File: config.mk
export PLATFORM = sky130hd
export DESIGN_NAME = nvme_cmd_issue_flat
export DESIGN_NICKNAME = d
export VERILOG_FILES = /design/src/rtl/nvme_cmd_issue_pkg.sv /design/src/rtl/nvme_cmd_issue_if.sv /design/src/rtl/nvme_cmd_issue_sqe_build.sv /design/src/rtl/nvme_cmd_issue.sv /design/src/flat_wrapper.sv
export SDC_FILE = /design/constraint.sdc
export NUM_CORES = 1
export LEC_CHECK = 0
export ABC_AREA = 1
export BUFFER_PORTS_ARGS = -buffer_cell sky130_fd_sc_hd__buf_2
export CELL_PAD_IN_SITES_DETAIL_PLACEMENT = 0
export CELL_PAD_IN_SITES_GLOBAL_PLACEMENT = 1
export CORE_UTILIZATION = 38
export CTS_BUF_LIST = sky130_fd_sc_hd__clkbuf_2 sky130_fd_sc_hd__clkbuf_4 sky130_fd_sc_hd__clkbuf_8
export DETAILED_ROUTE_END_ITERATION = 16
export PLACE_DENSITY = 0.76
export SLEW_MARGIN = 20
export SYNTH_ARGS = -nofsm -noshare
export SYNTH_HDL_FRONTEND = slang
export SYNTH_SLANG_ARGS = --single-unit
File: constraint.sdc
create_clock -name axi_aclk -period 11.87 [get_ports axi_aclk]
set_input_delay 0.5935 -clock axi_aclk [delete_from_list [all_inputs] [get_ports axi_aclk]]
set_output_delay 0.5935 -clock axi_aclk [all_outputs]
set_load 0.02 [all_outputs]
File: src/rtl/nvme_cmd_issue_pkg.sv
// Shared NVMe command-issue definitions.
// Holds the action/request-id sizing, submission-queue indices, opcodes,
// the FSM state type, the registered-command record and the 64-byte SQE
// beat layout used by the command issue block and its SQE builder.
package nvme_cmd_issue_pkg;

    localparam int CMD_ACTION_ID_BITS = 4;
    localparam int REQ_ID_BITS        = 8;
    localparam int TRACK_NUM          = 16;
    localparam int SQ_INDEX_BITS      = 4;
    localparam int CMD_ID_BITS        = REQ_ID_BITS + CMD_ACTION_ID_BITS + SQ_INDEX_BITS;

    // Outstanding counters must be able to hold TRACK_NUM itself.
    localparam int OUTST_BITS = $clog2(TRACK_NUM + 1);

    // Physical I/O submission queue index used for each SSD.
    localparam logic [SQ_INDEX_BITS-1:0] CMD_SSD0_Q1 = 4'd1;
    localparam logic [SQ_INDEX_BITS-1:0] CMD_SSD1_Q1 = 4'd2;

    localparam logic [7:0]  NVME_OPC_WRITE = 8'h01;
    localparam logic [7:0]  NVME_OPC_READ  = 8'h02;
    localparam logic [31:0] NVME_NSID      = 32'd1;

    typedef enum logic [1:0] {
        ST_IDLE  = 2'd0,
        ST_WRITE = 2'd1,
        ST_RING  = 2'd2
    } issue_state_e;

    // Command fields captured at accept time.
    typedef struct packed {
        logic                   write;
        logic                   ssd;
        logic [CMD_ID_BITS-1:0] cmd_id;
        logic [63:0]            lba;
        logic [15:0]            nlb;
        logic [63:0]            prp1;
        logic [63:0]            prp2;
    } sqe_fields_t;

    function automatic logic [7:0] sqe_opcode(input logic write);
        return write ? NVME_OPC_WRITE : NVME_OPC_READ;
    endfunction

    function automatic logic [CMD_ID_BITS-1:0] make_cmd_id(
        input logic [REQ_ID_BITS-1:0]        req_id,
        input logic [CMD_ACTION_ID_BITS-1:0] action_id,
        input logic                          ssd
    );
        return {req_id, action_id, (ssd ? CMD_SSD1_Q1 : CMD_SSD0_Q1)};
    endfunction

    // One 128-bit quarter of the 64-byte submission queue entry.
    function automatic logic [127:0] sqe_beat(
        input logic [1:0]             beat,
        input logic [7:0]             opcode,
        input logic [CMD_ID_BITS-1:0] cmd_id,
        input logic [63:0]            prp1,
        input logic [63:0]            prp2,
        input logic [63:0]            lba,
        input logic [15:0]            nlb
    );
        logic [127:0] b;
        b = '0;
        case (beat)
            2'd0:    b = {64'h0, NVME_NSID, cmd_id, 8'h00, opcode};
            2'd1:    b = {prp1, 64'h0};
            2'd2:    b = {lba, prp2};
            default: b = {112'h0, nlb};
        endcase
        return b;
    endfunction

endpackage

File: src/rtl/nvme_cmd_issue_if.sv
// Command-issue bus bundle.
// Carries the command request handshake (cmd_valid/cmd_ready), command
// fields, SQ head pointers, credit-return pulse, the SQE transmit-buffer
// write port and the doorbell pulse.
// Handshake: a command transfers on a clock edge where cmd_valid and
// cmd_ready are both 1; cmd_ready never depends on cmd_valid.
// master = command source / buffer sink, slave = nvme_cmd_issue.
interface nvme_cmd_issue_if
    import nvme_cmd_issue_pkg::*;
#(
    parameter int TX_ADDR_BITS = 10
) ();

    logic                          cmd_valid;
    logic                          cmd_ready;
    logic [CMD_ACTION_ID_BITS-1:0] cmd_action_id;
    logic                          cmd_ssd;
    logic                          cmd_write;
    logic [63:0]                   cmd_lba;
    logic [15:0]                   cmd_nlb;
    logic [63:0]                   cmd_prp1;
    logic [63:0]                   cmd_prp2;
    logic [15:0]                   sq_head0;
    logic [15:0]                   sq_head1;
    logic                          cmd_release;
    logic [CMD_ACTION_ID_BITS-1:0] cmd_release_id;
    logic                          tx_write_valid;
    logic [TX_ADDR_BITS-1:0]       tx_waddr;
    logic [127:0]                  tx_wdata;
    logic                          sq_doorbell_valid;
    logic [SQ_INDEX_BITS-1:0]      sq_doorbell_index;
    logic [15:0]                   sq_doorbell_tail;

    modport master (
        output cmd_valid, cmd_action_id, cmd_ssd, cmd_write, cmd_lba, cmd_nlb,
               cmd_prp1, cmd_prp2, sq_head0, sq_head1, cmd_release, cmd_release_id,
        input  cmd_ready, tx_write_valid, tx_waddr, tx_wdata,
               sq_doorbell_valid, sq_doorbell_index, sq_doorbell_tail
    );

    modport slave (
        input  cmd_valid, cmd_action_id, cmd_ssd, cmd_write, cmd_lba, cmd_nlb,
               cmd_prp1, cmd_prp2, sq_head0, sq_head1, cmd_release, cmd_release_id,
        output cmd_ready, tx_write_valid, tx_waddr, tx_wdata,
               sq_doorbell_valid, sq_doorbell_index, sq_doorbell_tail
    );

endinterface

File: src/rtl/nvme_cmd_issue_sqe_build.sv
// nvme_sqe_build: combinational SQE beat mux.
// Ports: beat (0..3), registered opcode/cmd_id/prp1/prp2/lba/nlb in,
// data = the 128-bit beat to write at that index.
module nvme_sqe_build
    import nvme_cmd_issue_pkg::*;
(
    input  logic [1:0]             beat,
    input  logic [7:0]             opcode,
    input  logic [CMD_ID_BITS-1:0] cmd_id,
    input  logic [63:0]            prp1,
    input  logic [63:0]            prp2,
    input  logic [63:0]            lba,
    input  logic [15:0]            nlb,
    output logic [127:0]           data
);

    assign data = sqe_beat(beat, opcode, cmd_id, prp1, prp2, lba, nlb);

endmodule

File: src/rtl/nvme_cmd_issue.sv
// NVMe command issue engine.
// Accepts one command at a time, writes its 64-byte SQE as four 128-bit
// beats into the SQ transmit buffer of the chosen SSD, then rings that
// queue's doorbell with the advanced tail. Tracks a per-action request id
// and a per-action outstanding count (credit limit TRACK_NUM).
// Ports: axi_aclk, axi_areset (async, active high), bus (slave modport of
// nvme_cmd_issue_if), dbg_state (current FSM state).
module nvme_cmd_issue
    import nvme_cmd_issue_pkg::*;
#(
    parameter int TX_ADDR_BITS = 10,
    parameter int SQ_DEPTH     = 16
) (
    input  logic                  axi_aclk,
    input  logic                  axi_areset,
    nvme_cmd_issue_if.slave       bus,
    output issue_state_e          dbg_state
);

    localparam int NUM_ACTIONS = 1 << CMD_ACTION_ID_BITS;
    localparam int TAIL_W      = $clog2(SQ_DEPTH);
    localparam int SSD_SHIFT   = TAIL_W + 2;

    issue_state_e            state_q, state_d;
    logic [1:0]              beat_q, beat_d;
    sqe_fields_t             fields_q, fields_d;
    logic [TAIL_W-1:0]       tail_q [2];
    logic [TAIL_W-1:0]       tail_d [2];
    logic [REQ_ID_BITS-1:0]  req_id_q [NUM_ACTIONS];
    logic [REQ_ID_BITS-1:0]  req_id_d [NUM_ACTIONS];
    logic [OUTST_BITS-1:0]   outst_q [NUM_ACTIONS];
    logic [OUTST_BITS-1:0]   outst_d [NUM_ACTIONS];

    logic [TAIL_W-1:0]       head_mod [2];
    logic                    sq_full [2];
    logic                    cmd_ready_w;
    logic                    accept;
    logic [TAIL_W-1:0]       cur_tail;
    logic [TAIL_W-1:0]       next_tail;
    logic [31:0]             addr_full;
    logic [7:0]              opcode;
    logic [127:0]            beat_data;
    logic                    tx_write_valid_w;
    logic [TX_ADDR_BITS-1:0] tx_waddr_w;
    logic [127:0]            tx_wdata_w;
    logic                    db_valid_w;
    logic [SQ_INDEX_BITS-1:0] db_index_w;
    logic [15:0]             db_tail_w;
    logic                    unused_bits;

    // Only the low bits of the head pointers matter: queue positions wrap
    // at SQ_DEPTH.
    assign head_mod[0] = bus.sq_head0[TAIL_W-1:0];
    assign head_mod[1] = bus.sq_head1[TAIL_W-1:0];
    assign sq_full[0]  = (tail_q[0] + TAIL_W'(1)) == head_mod[0];
    assign sq_full[1]  = (tail_q[1] + TAIL_W'(1)) == head_mod[1];

    assign cmd_ready_w = !axi_areset
                      && (state_q == ST_IDLE)
                      && (outst_q[bus.cmd_action_id] < OUTST_BITS'(TRACK_NUM))
                      && !sq_full[bus.cmd_ssd];
    assign accept      = bus.cmd_valid && cmd_ready_w;

    // The tail of the active queue is stable until RING, so it doubles as
    // the SQE slot for all four beats.
    assign cur_tail  = tail_q[fields_q.ssd];
    assign next_tail = cur_tail + TAIL_W'(1);
    assign addr_full = (32'(fields_q.ssd) << SSD_SHIFT) | (32'(cur_tail) << 2) | 32'(beat_q);
    assign opcode    = sqe_opcode(fields_q.write);

    assign unused_bits = ^{bus.sq_head0[15:TAIL_W], bus.sq_head1[15:TAIL_W],
                           addr_full[31:TX_ADDR_BITS]};

    nvme_sqe_build u_sqe_build (
        .beat   (beat_q),
        .opcode (opcode),
        .cmd_id (fields_q.cmd_id),
        .prp1   (fields_q.prp1),
        .prp2   (fields_q.prp2),
        .lba    (fields_q.lba),
        .nlb    (fields_q.nlb),
        .data   (beat_data)
    );

    // FSM, field capture, req_id and tail updates.
    always_comb begin
        state_d          = state_q;
        beat_d           = beat_q;
        fields_d         = fields_q;
        tail_d           = tail_q;
        req_id_d         = req_id_q;
        tx_write_valid_w = 1'b0;
        tx_waddr_w       = '0;
        tx_wdata_w       = '0;
        db_valid_w       = 1'b0;
        db_index_w       = '0;
        db_tail_w        = '0;

        case (state_q)
            ST_IDLE: begin
                if (accept) begin
                    state_d        = ST_WRITE;
                    beat_d         = 2'd0;
                    fields_d.write = bus.cmd_write;
                    fields_d.ssd   = bus.cmd_ssd;
                    fields_d.cmd_id = make_cmd_id(req_id_q[bus.cmd_action_id],
                                                  bus.cmd_action_id, bus.cmd_ssd);
                    fields_d.lba   = bus.cmd_lba;
                    fields_d.nlb   = bus.cmd_nlb;
                    fields_d.prp1  = bus.cmd_prp1;
                    fields_d.prp2  = bus.cmd_prp2;
                    req_id_d[bus.cmd_action_id] =
                        (req_id_q[bus.cmd_action_id] == REQ_ID_BITS'(TRACK_NUM - 1))
                        ? '0 : req_id_q[bus.cmd_action_id] + REQ_ID_BITS'(1);
                end
            end
            ST_WRITE: begin
                tx_write_valid_w = 1'b1;
                tx_waddr_w       = addr_full[TX_ADDR_BITS-1:0];
                tx_wdata_w       = beat_data;
                if (beat_q == 2'd3) begin
                    state_d = ST_RING;
                end else begin
                    beat_d = beat_q + 2'd1;
                end
            end
            ST_RING: begin
                db_valid_w             = 1'b1;
                db_index_w             = fields_q.ssd ? CMD_SSD1_Q1 : CMD_SSD0_Q1;
                db_tail_w              = 16'(next_tail);
                tail_d[fields_q.ssd]   = next_tail;
                state_d                = ST_IDLE;
            end
            default: state_d = ST_IDLE;
        endcase
    end

    // Outstanding credits: accept and a valid release on the same action in
    // the same cycle cancel; a release against a zero count is dropped.
    always_comb begin
        outst_d = outst_q;
        for (int a = 0; a < NUM_ACTIONS; a++) begin
            if ((accept && (bus.cmd_action_id == CMD_ACTION_ID_BITS'(a)))
                && !(bus.cmd_release && (bus.cmd_release_id == CMD_ACTION_ID_BITS'(a))
                     && (outst_q[a] != '0))) begin
                outst_d[a] = outst_q[a] + OUTST_BITS'(1);
            end else if (!(accept && (bus.cmd_action_id == CMD_ACTION_ID_BITS'(a)))
                && (bus.cmd_release && (bus.cmd_release_id == CMD_ACTION_ID_BITS'(a))
                    && (outst_q[a] != '0))) begin
                outst_d[a] = outst_q[a] - OUTST_BITS'(1);
            end
        end
    end

    always_ff @(posedge axi_aclk or posedge axi_areset) begin
        if (axi_areset) begin
            state_q   <= ST_IDLE;
            beat_q    <= 2'd0;
            fields_q  <= '0;
            tail_q[0] <= '0;
            tail_q[1] <= '0;
            for (int a = 0; a < NUM_ACTIONS; a++) begin
                req_id_q[a] <= '0;
                outst_q[a]  <= '0;
            end
        end else begin
            state_q   <= state_d;
            beat_q    <= beat_d;
            fields_q  <= fields_d;
            tail_q[0] <= tail_d[0];
            tail_q[1] <= tail_d[1];
            for (int a = 0; a < NUM_ACTIONS; a++) begin
                req_id_q[a] <= req_id_d[a];
                outst_q[a]  <= outst_d[a];
            end
        end
    end

    assign bus.cmd_ready         = cmd_ready_w;
    assign bus.tx_write_valid    = tx_write_valid_w;
    assign bus.tx_waddr          = tx_waddr_w;
    assign bus.tx_wdata          = tx_wdata_w;
    assign bus.sq_doorbell_valid = db_valid_w;
    assign bus.sq_doorbell_index = db_index_w;
    assign bus.sq_doorbell_tail  = db_tail_w;
    assign dbg_state             = state_q;

endmodule

File: src/flat_wrapper.sv
// flat-port wrapper written by rule: the top's interface ports become plain ports
module nvme_cmd_issue_flat import nvme_cmd_issue_pkg::*;
#(
    parameter int TX_ADDR_BITS = 10,
    parameter int SQ_DEPTH     = 16
)
  (axi_aclk, axi_areset, dbg_state, bus_cmd_valid, bus_cmd_action_id, bus_cmd_ssd, bus_cmd_write, bus_cmd_lba, bus_cmd_nlb, bus_cmd_prp1, bus_cmd_prp2, bus_sq_head0, bus_sq_head1, bus_cmd_release, bus_cmd_release_id, bus_cmd_ready, bus_tx_write_valid, bus_tx_waddr, bus_tx_wdata, bus_sq_doorbell_valid, bus_sq_doorbell_index, bus_sq_doorbell_tail);
  nvme_cmd_issue_if #(.TX_ADDR_BITS(TX_ADDR_BITS)) bus_i ();
  input  logic axi_aclk;
  input  logic axi_areset;
  output issue_state_e dbg_state;
  input wire logic [$bits(bus_i.cmd_valid)-1:0] bus_cmd_valid;
  input wire logic [$bits(bus_i.cmd_action_id)-1:0] bus_cmd_action_id;
  input wire logic [$bits(bus_i.cmd_ssd)-1:0] bus_cmd_ssd;
  input wire logic [$bits(bus_i.cmd_write)-1:0] bus_cmd_write;
  input wire logic [$bits(bus_i.cmd_lba)-1:0] bus_cmd_lba;
  input wire logic [$bits(bus_i.cmd_nlb)-1:0] bus_cmd_nlb;
  input wire logic [$bits(bus_i.cmd_prp1)-1:0] bus_cmd_prp1;
  input wire logic [$bits(bus_i.cmd_prp2)-1:0] bus_cmd_prp2;
  input wire logic [$bits(bus_i.sq_head0)-1:0] bus_sq_head0;
  input wire logic [$bits(bus_i.sq_head1)-1:0] bus_sq_head1;
  input wire logic [$bits(bus_i.cmd_release)-1:0] bus_cmd_release;
  input wire logic [$bits(bus_i.cmd_release_id)-1:0] bus_cmd_release_id;
  output wire logic [$bits(bus_i.cmd_ready)-1:0] bus_cmd_ready;
  output wire logic [$bits(bus_i.tx_write_valid)-1:0] bus_tx_write_valid;
  output wire logic [$bits(bus_i.tx_waddr)-1:0] bus_tx_waddr;
  output wire logic [$bits(bus_i.tx_wdata)-1:0] bus_tx_wdata;
  output wire logic [$bits(bus_i.sq_doorbell_valid)-1:0] bus_sq_doorbell_valid;
  output wire logic [$bits(bus_i.sq_doorbell_index)-1:0] bus_sq_doorbell_index;
  output wire logic [$bits(bus_i.sq_doorbell_tail)-1:0] bus_sq_doorbell_tail;
  assign bus_i.cmd_valid = bus_cmd_valid;
  assign bus_i.cmd_action_id = bus_cmd_action_id;
  assign bus_i.cmd_ssd = bus_cmd_ssd;
  assign bus_i.cmd_write = bus_cmd_write;
  assign bus_i.cmd_lba = bus_cmd_lba;
  assign bus_i.cmd_nlb = bus_cmd_nlb;
  assign bus_i.cmd_prp1 = bus_cmd_prp1;
  assign bus_i.cmd_prp2 = bus_cmd_prp2;
  assign bus_i.sq_head0 = bus_sq_head0;
  assign bus_i.sq_head1 = bus_sq_head1;
  assign bus_i.cmd_release = bus_cmd_release;
  assign bus_i.cmd_release_id = bus_cmd_release_id;
  assign bus_cmd_ready = bus_i.cmd_ready;
  assign bus_tx_write_valid = bus_i.tx_write_valid;
  assign bus_tx_waddr = bus_i.tx_waddr;
  assign bus_tx_wdata = bus_i.tx_wdata;
  assign bus_sq_doorbell_valid = bus_i.sq_doorbell_valid;
  assign bus_sq_doorbell_index = bus_i.sq_doorbell_index;
  assign bus_sq_doorbell_tail = bus_i.sq_doorbell_tail;
  nvme_cmd_issue #(.TX_ADDR_BITS(TX_ADDR_BITS), .SQ_DEPTH(SQ_DEPTH)) u_core (.axi_aclk(axi_aclk), .axi_areset(axi_areset), .bus(bus_i), .dbg_state(dbg_state));
endmodule
-- After elaboration in Yosys (flattened, before gate mapping)
Cells that the tools add are included.
- bits in registers: 446
- bits of input ports: 254
- logic and storage cells: 359
- add/sub/neg operators: 37
- $lt $le $gt $ge: 6
- equality and inequality tests: 41
- muxes and demuxes: 67
- bitwise gates (word level): 5
- reductions and logical operators: 160
- operators by type and width (kind ; number):
    one-hot mux 128 bit (3 select lines) ; 1
    2-to-1 mux 5 bit ; 34
    bitwise mux 128 bit ; 1
    2-to-1 mux 128 bit ; 1
    logical AND 1 bit ; 86
    adder 5 x 1 -> 5 bit, second input constant ; 16
    nonzero test 5 bit ; 16
    subtractor 5 x 1 -> 5 bit, second input constant ; 16
    == test 4 bit, second input constant ; 16
    zero test 1 bit ; 34
    nonzero test 2 bit ; 17
    binary-select mux 8 bit (select 4 bit) ; 1
    demux 8 bit (select 4 bit) ; 1
    == test 4 x 3 -> 1 bit, second input constant ; 8
    2-to-1 mux 8 bit ; 4
    2-to-1 mux 4 bit ; 6
    binary-select mux 5 bit (select 4 bit) ; 1
    == test 4 x 2 -> 1 bit, second input constant ; 4
    2-to-1 mux 2 bit ; 7
    adder 4 x 1 -> 4 bit, second input constant ; 3
    2-to-1 mux 10 bit ; 1
    OR 10 x 2 -> 10 bit ; 1
    adder 8 x 1 -> 8 bit, second input constant ; 1
    bitwise mux 8 bit ; 1
    23 further kinds ; 39

-- Depth between registers and ports, before layout
- depth in word-level cells: 13
- gate-level depth with buffers: 24

-- Hierarchy
A second synthesis with hierarchy kept.
- cells, all modules: 3430
- area, all modules: 24439.7 um^2
- modules (own cells, without submodules) (module ; instances ; cells each ; area each (um^2)):
    nvme_cmd_issue ; 1 ; 3040 ; 22839.4
    nvme_sqe_build ; 1 ; 390 ; 1600.3

-- Worst setup path after synthesis
Ideal clock, no wire load.
- path type: input port to flip-flop
- start point: input port bus_cmd_action_id[1]
- end point: register u_core.outst_q[4] (netlist bit)
- arrival time: 3239 ps
- data required time: 11745 ps
- slack: 8506 ps
- stages: 22
- path buffers: 5
- path through: buf_4 -> inv_4 -> buf_2 -> nand2_1 -> nand3_1 -> nand2_1 -> nand2_1 -> nor2_1 -> nand4_1 -> buf_4 -> buf_2 -> buf_2 -> nor3_1 -> ha_1 -> inv_1 -> ha_1 -> a21o_1 -> a31oi_1 -> nand2_1 -> nand2_1 -> nor2_1 -> xor2_1
- cells in the longest elaborated chain, start to end: 12
- elaborated cells between the ends (all ways): 15
- classes of those cells: order compare (1); eq/ne (1); mux (4); bitwise (1); reduce/logical (8)
- ends and longest elaborated chain (element ; line ; text):
    start, declared ; flat_wrapper.sv:13 ; input wire logic [$bits(bus_i.cmd_action_id)-1:0] bus_cmd_action_id;
    NOT 4 -> 5 bit (implied by the code) ; nvme_cmd_issue.sv:60 ; && (outst_q[bus.cmd_action_id] < OUTST_BITS'(TRACK_NUM))
    binary-select mux 5 bit (select 4 bit) ; nvme_cmd_issue.sv:60 ;
    2-to-1 mux 5 bit (implied by the code) (2 in a row) ; nvme_cmd_issue.sv:60 ;
    < comparator 5 bit ; nvme_cmd_issue.sv:60 ;
    logical AND 1 bit ; nvme_cmd_issue.sv:60 ;
    logical AND 1 bit ; nvme_cmd_issue.sv:61 ; && !sq_full[bus.cmd_ssd];
    logical AND 1 bit ; nvme_cmd_issue.sv:62 ; assign accept = bus.cmd_valid && cmd_ready_w;
    logical AND 1 bit * ; nvme_cmd_issue.sv:143, nvme_cmd_issue.sv:147 ;
    zero test 1 bit ; nvme_cmd_issue.sv:147 ; end else if (!(accept && (bus.cmd_action_id == CMD_ACTION_ID_BITS'(a)))
    logical AND 1 bit ; nvme_cmd_issue.sv:148 ; && (bus.cmd_release && (bus.cmd_release_id == CMD_ACTION_ID_BITS'(a))
    nonzero test 2 bit (no source line) ; -- ;
    end signal, assigned by index ; nvme_cmd_issue.sv:174 ; outst_q[a] <= outst_d[a];
    end, declared ; nvme_cmd_issue.sv:31 ; logic [OUTST_BITS-1:0] outst_q [NUM_ACTIONS];
Every way passes the cells marked *; elsewhere a longest branch is shown, timed or not. The select of a mux whose other input is x is not followed.
A chain may end at the register's enable or synchronous reset.

-- Worst setup path in the final report
- start point: input port bus_cmd_action_id[0]
- end point: register u_core.outst_q[54] (netlist bit)
The elaborated chain is that of the path after synthesis.

==> metrics list <==
- The run finished with clean final reports.
* Max-capacitance violation count: 0
- The critical path is of the in2reg type.
- Count of state elements after synthesis: 443
- In the final routed layout, each cell accounts on average for 17.4 um.
- Total power density per cell area: 212 nW/um^2
- Util after Layout: 45.3%
- Peak fanout along the critical path: 133
- In the routed design, unresolved DRC markers number 0.
- Boundary Pins: 417
- After clock tree synthesis, the setup repair step added 0 buffers.
* Top flip-flop cell by instance count after synthesis: sky130_fd_sc_hd__dfrtp_1
* Sequential fraction of the synthesis area: 47.3%
- The final number of max-transition violations was 0.
- CTS H-tree depth: 3
* Worst max-slew margin expressed relative to the limit: 25.1%
- Dividing the detail-routed via count by the number of cells gives 5.00.
* CTS Buffer Depth: 3
- Footprint of the flip-flops and latches: 11100 sq um
- Ratio of cells with drive above 1 in the final layout: 16.8%
* Element type at the critical path end: flip-flop
- Longest individual stage delay on the worst path: 0.66 ns
- For this run, the top clock speed supported by timing is 203 MHz.
- Layout Cell Area excl Fill: 27500 sq um
- Most congested layer reported by global routing: met2
- At the later pin of the worst-skew pair, clock insertion delay measures 0.67 ns.
- After synthesis, the share of flip-flops with an asynchronous set or reset is 100%.
- Across the VDD grid, the largest voltage drop is 0.0949 mV.
- Worst hold-check path type: in2reg
- Yosys mapped a number of flops with a built-in enable equal to 0.
- The first global-routing pass estimated 119000 um of wire.
- Pin count of the biggest net entering global routing: 229
* Antenna violations before repair: 17
* Syn avg cell area: 7.53 sq um
* Crit path time final: 4.91 ns
- The worst path uses 41.4% of the clock period.
- CTS tree: built
* Worst endpoint required time: 12.39 ns
* Max stage delay cell, worst path: sky130_fd_sc_hd__buf_4
- Wires add up to 74900 um.
- Counting tap cells, the placed design contains a total of 4161 instances.
- Filler-free cell count of the finished design: 4306
- In the layout the commonest cells are sky130_fd_sc_hd__nand2_1 (1569), sky130_fd_sc_hd__dfrtp_1 (443), sky130_fd_sc_hd__buf_2 (375).
- RSZ-0062 raised after global routing: false
- Sum of negative setup slack: 0 ns
- The most numerous cell type found on the critical path is sky130_fd_sc_hd__nand2_1.
* Height of the die: 250 um
- Yosys Warn Count: 0
- Synthesis handed over a netlist of 3113 instances.
- After floorplanning, the core was divided into 90 placement rows.
- In the final layout, the multi-input gates occupy 10900 sq um.
* DP HPWL: 50200 um
- Chip width: 250 um
- For this block, the via count after detailed routing is 21500.
* M3 GR Usage: 5.35%
- The analysis attributes to cell leakage a power of 15.1 nW.
- Routability-driven placement finished with a final weighted congestion of 0.860.
- Sink count of the clock tree: 443
* Remaining antenna violation count after routing: 0
- Critical path startpoint category: input port
* Reg clk slew, reported paths: 0.06 ns
* Initial core utilization: 38.7%
* Met2 layer usage reported by global route: 38.9%
- Global routing usage on met1: 31.6%
- Fillcell total: 6173
* Signed area change from the synthesized netlist to the final layout: 17.2%
- The die covers 62700 sq um.
- At the pin with the least slew margin, the transition time is 1.12 ns.
- The cell area that synthesis handed to floorplanning was 23400 sq um.
- Post-Route Skew: 0.0405 ns
- For this run the aggregate overflow at the end of global routing stands at 0.
- The via count of the first global-routing pass was 21100.
* Number of CTS-inserted buffers: 81
- Post-cts repair resize count: 0
* Violation count after the first detailed-routing iteration: 2137
- In this run the clock root is driven by a sky130_fd_sc_hd__clkbuf_8.
* Ordered list of cells on the worst path: buf_2 -> buf_4 -> inv_2 -> buf_4 -> nand2_1 -> nand2_1 -> nand2_1 -> nand3_1 -> nand2_1 -> nand2_1 -> nor2_1 -> nand4_1 -> buf_12 -> nor2_4 -> ha_1 -> inv_1 -> fa_1 -> a21oi_1 -> nor2_1 -> nor2_1 -> nand2_1 -> nand2_1 -> nor2_1 -> xor2_1
- Number of endpoints with negative hold slack in the final report: 0
- Library cells used by synthesis: 43
* WHS Path Cells: 3
* Length in cells of the worst reg-to-reg path: 20
- Net count, final: 3805
- The core region is 60600 sq um.
* Leading cell type in the layout, fill and taps excluded: sky130_fd_sc_hd__nand2_1
- Input and output buffers added on the ports amount to 375.
* Data arrival at the endpoint of the critical path: 5.43 ns
- Setup violations remaining at the end of the flow were counted as 0.
* Number of iterations in the first detailed-routing pass: 7
- Hold repair after CTS inserted 0 buffers.
- Across every metal layer, demand over resource in global routing totals 23.9%.
* Total cell area at the placement stage: 25800 sq um
-- sequential cells by signal (all words and copies together), names as in the netlist --
register          cells
u_core.tail_q         8
u_core.beat_q         2
u_core.fields_q     223
u_core.outst_q       80
u_core.req_id_q     128
u_core.dbg_state      2
-- layer usage --
metal	share of wire, %	vias up
met4	2.3	10
li1	-	10400
met5	0.083	-
met1	44	10300
met3	6.4	128
met2	47	680
-- cell families after synthesis --
| family | synth area share (%) |
|---|---|
| AOI/OAI and AO/OA | 6.90 |
| xor gates and xnor gates | 1.64 |
| adders and majority gates | 5.21 |
| buffers and inverters | 6.40 |
| DFF | 47.3 |
| muxes | 0.0854 |
| other | 0.0160 |
| and+or+nand+nor | 32.4 |
-- power breakdown --
part | switching [mW] | leakage, nW | internal (mW)
Sequential | 0.340 | 5.68 | 2.03
Combinational | 1.30 | 8.51 | 0.680
Clock | 0.658 | 0.865 | 0.831
Total | 2.29 | 15.1 | 3.54
-- final timing paths --
| kind | slack, ns | from | end |
|---|---|---|---|
| max in group asynchronous | 8.89 | axi_areset | u_core.outst_q[38] |
| worst max register to register | 7.69 | u_core.outst_q[44] | u_core.outst_q[54] |
| worst min register to register | 0.47 | u_core.outst_q[34] | u_core.outst_q[34] |
| min in group asynchronous | 0.16 | axi_areset | u_core.fields_q[73] |
| worst max-delay path | 6.96 | bus_cmd_action_id[0] | u_core.outst_q[54] |
| worst min-delay path | 0.12 | bus_cmd_prp1[18] | u_core.fields_q[82] |
-- critical path: cells and delay by family --
| family | cells | cell delay (ns) |
|---|---|---|
| buf+inv | 6 | 1.67 |
| fa+ha+maj | 2 | 0.67 |
| compound gates | 1 | 0.16 |
| simple gates | 14 | 2.06 |
| xor+xnor | 1 | 0.13 |
-- synthesized netlist by cell type, drive strengths merged (2+ instances only) --
library cell | count | area [sq um]
or2 | 2 | 12.5
a31oi | 5 | 31.3
o21ai | 109 | 546
a21oi | 156 | 781
nand3 | 127 | 651
o211ai | 5 | 37.5
buf | 104 | 627
nor3 | 4 | 20.0
a21o | 16 | 120
nor4 | 2 | 12.5
nand2 | 1576 | 5930
dfrtp | 443 | 11100
mux2i | 2 | 20.0
clkbuf | 41 | 154
fa | 16 | 320
nor2 | 174 | 893
xor2 | 21 | 184
nand4 | 9 | 62.6
clkinv | 2 | 7.51
inv | 189 | 712
o311ai | 8 | 70.1
ha | 72 | 901
xnor2 | 23 | 201
-- through the flow --
step,hold WS [ns],power [mW],worst slack [ns]
6_report,0.120,5.83,6.96
5_1_grt,0.0752,6.28,6.62
4_1_cts,0.0545,5.88,7.03
3_5_place_dp,0.458,4.35,6.32
3_3_place_gp,0.454,4.26,6.35
2_1_floorplan,0.442,3.73,5.29
-- cell type report --
cell class | instances | area share [%]
Sequential cell | 443 | 40.4
Multi-Input combinational cell | 2350 | 39.8
Timing Repair Buffer | 396 | 7.59
Clock buffer | 126 | 5.68
Tap cell | 782 | 3.56
Inverter | 191 | 2.63
Clock inverter | 10 | 0.260
Antenna cell | 8 | 0.0729
Note: power is estimated with default switching activity, not from simulation.
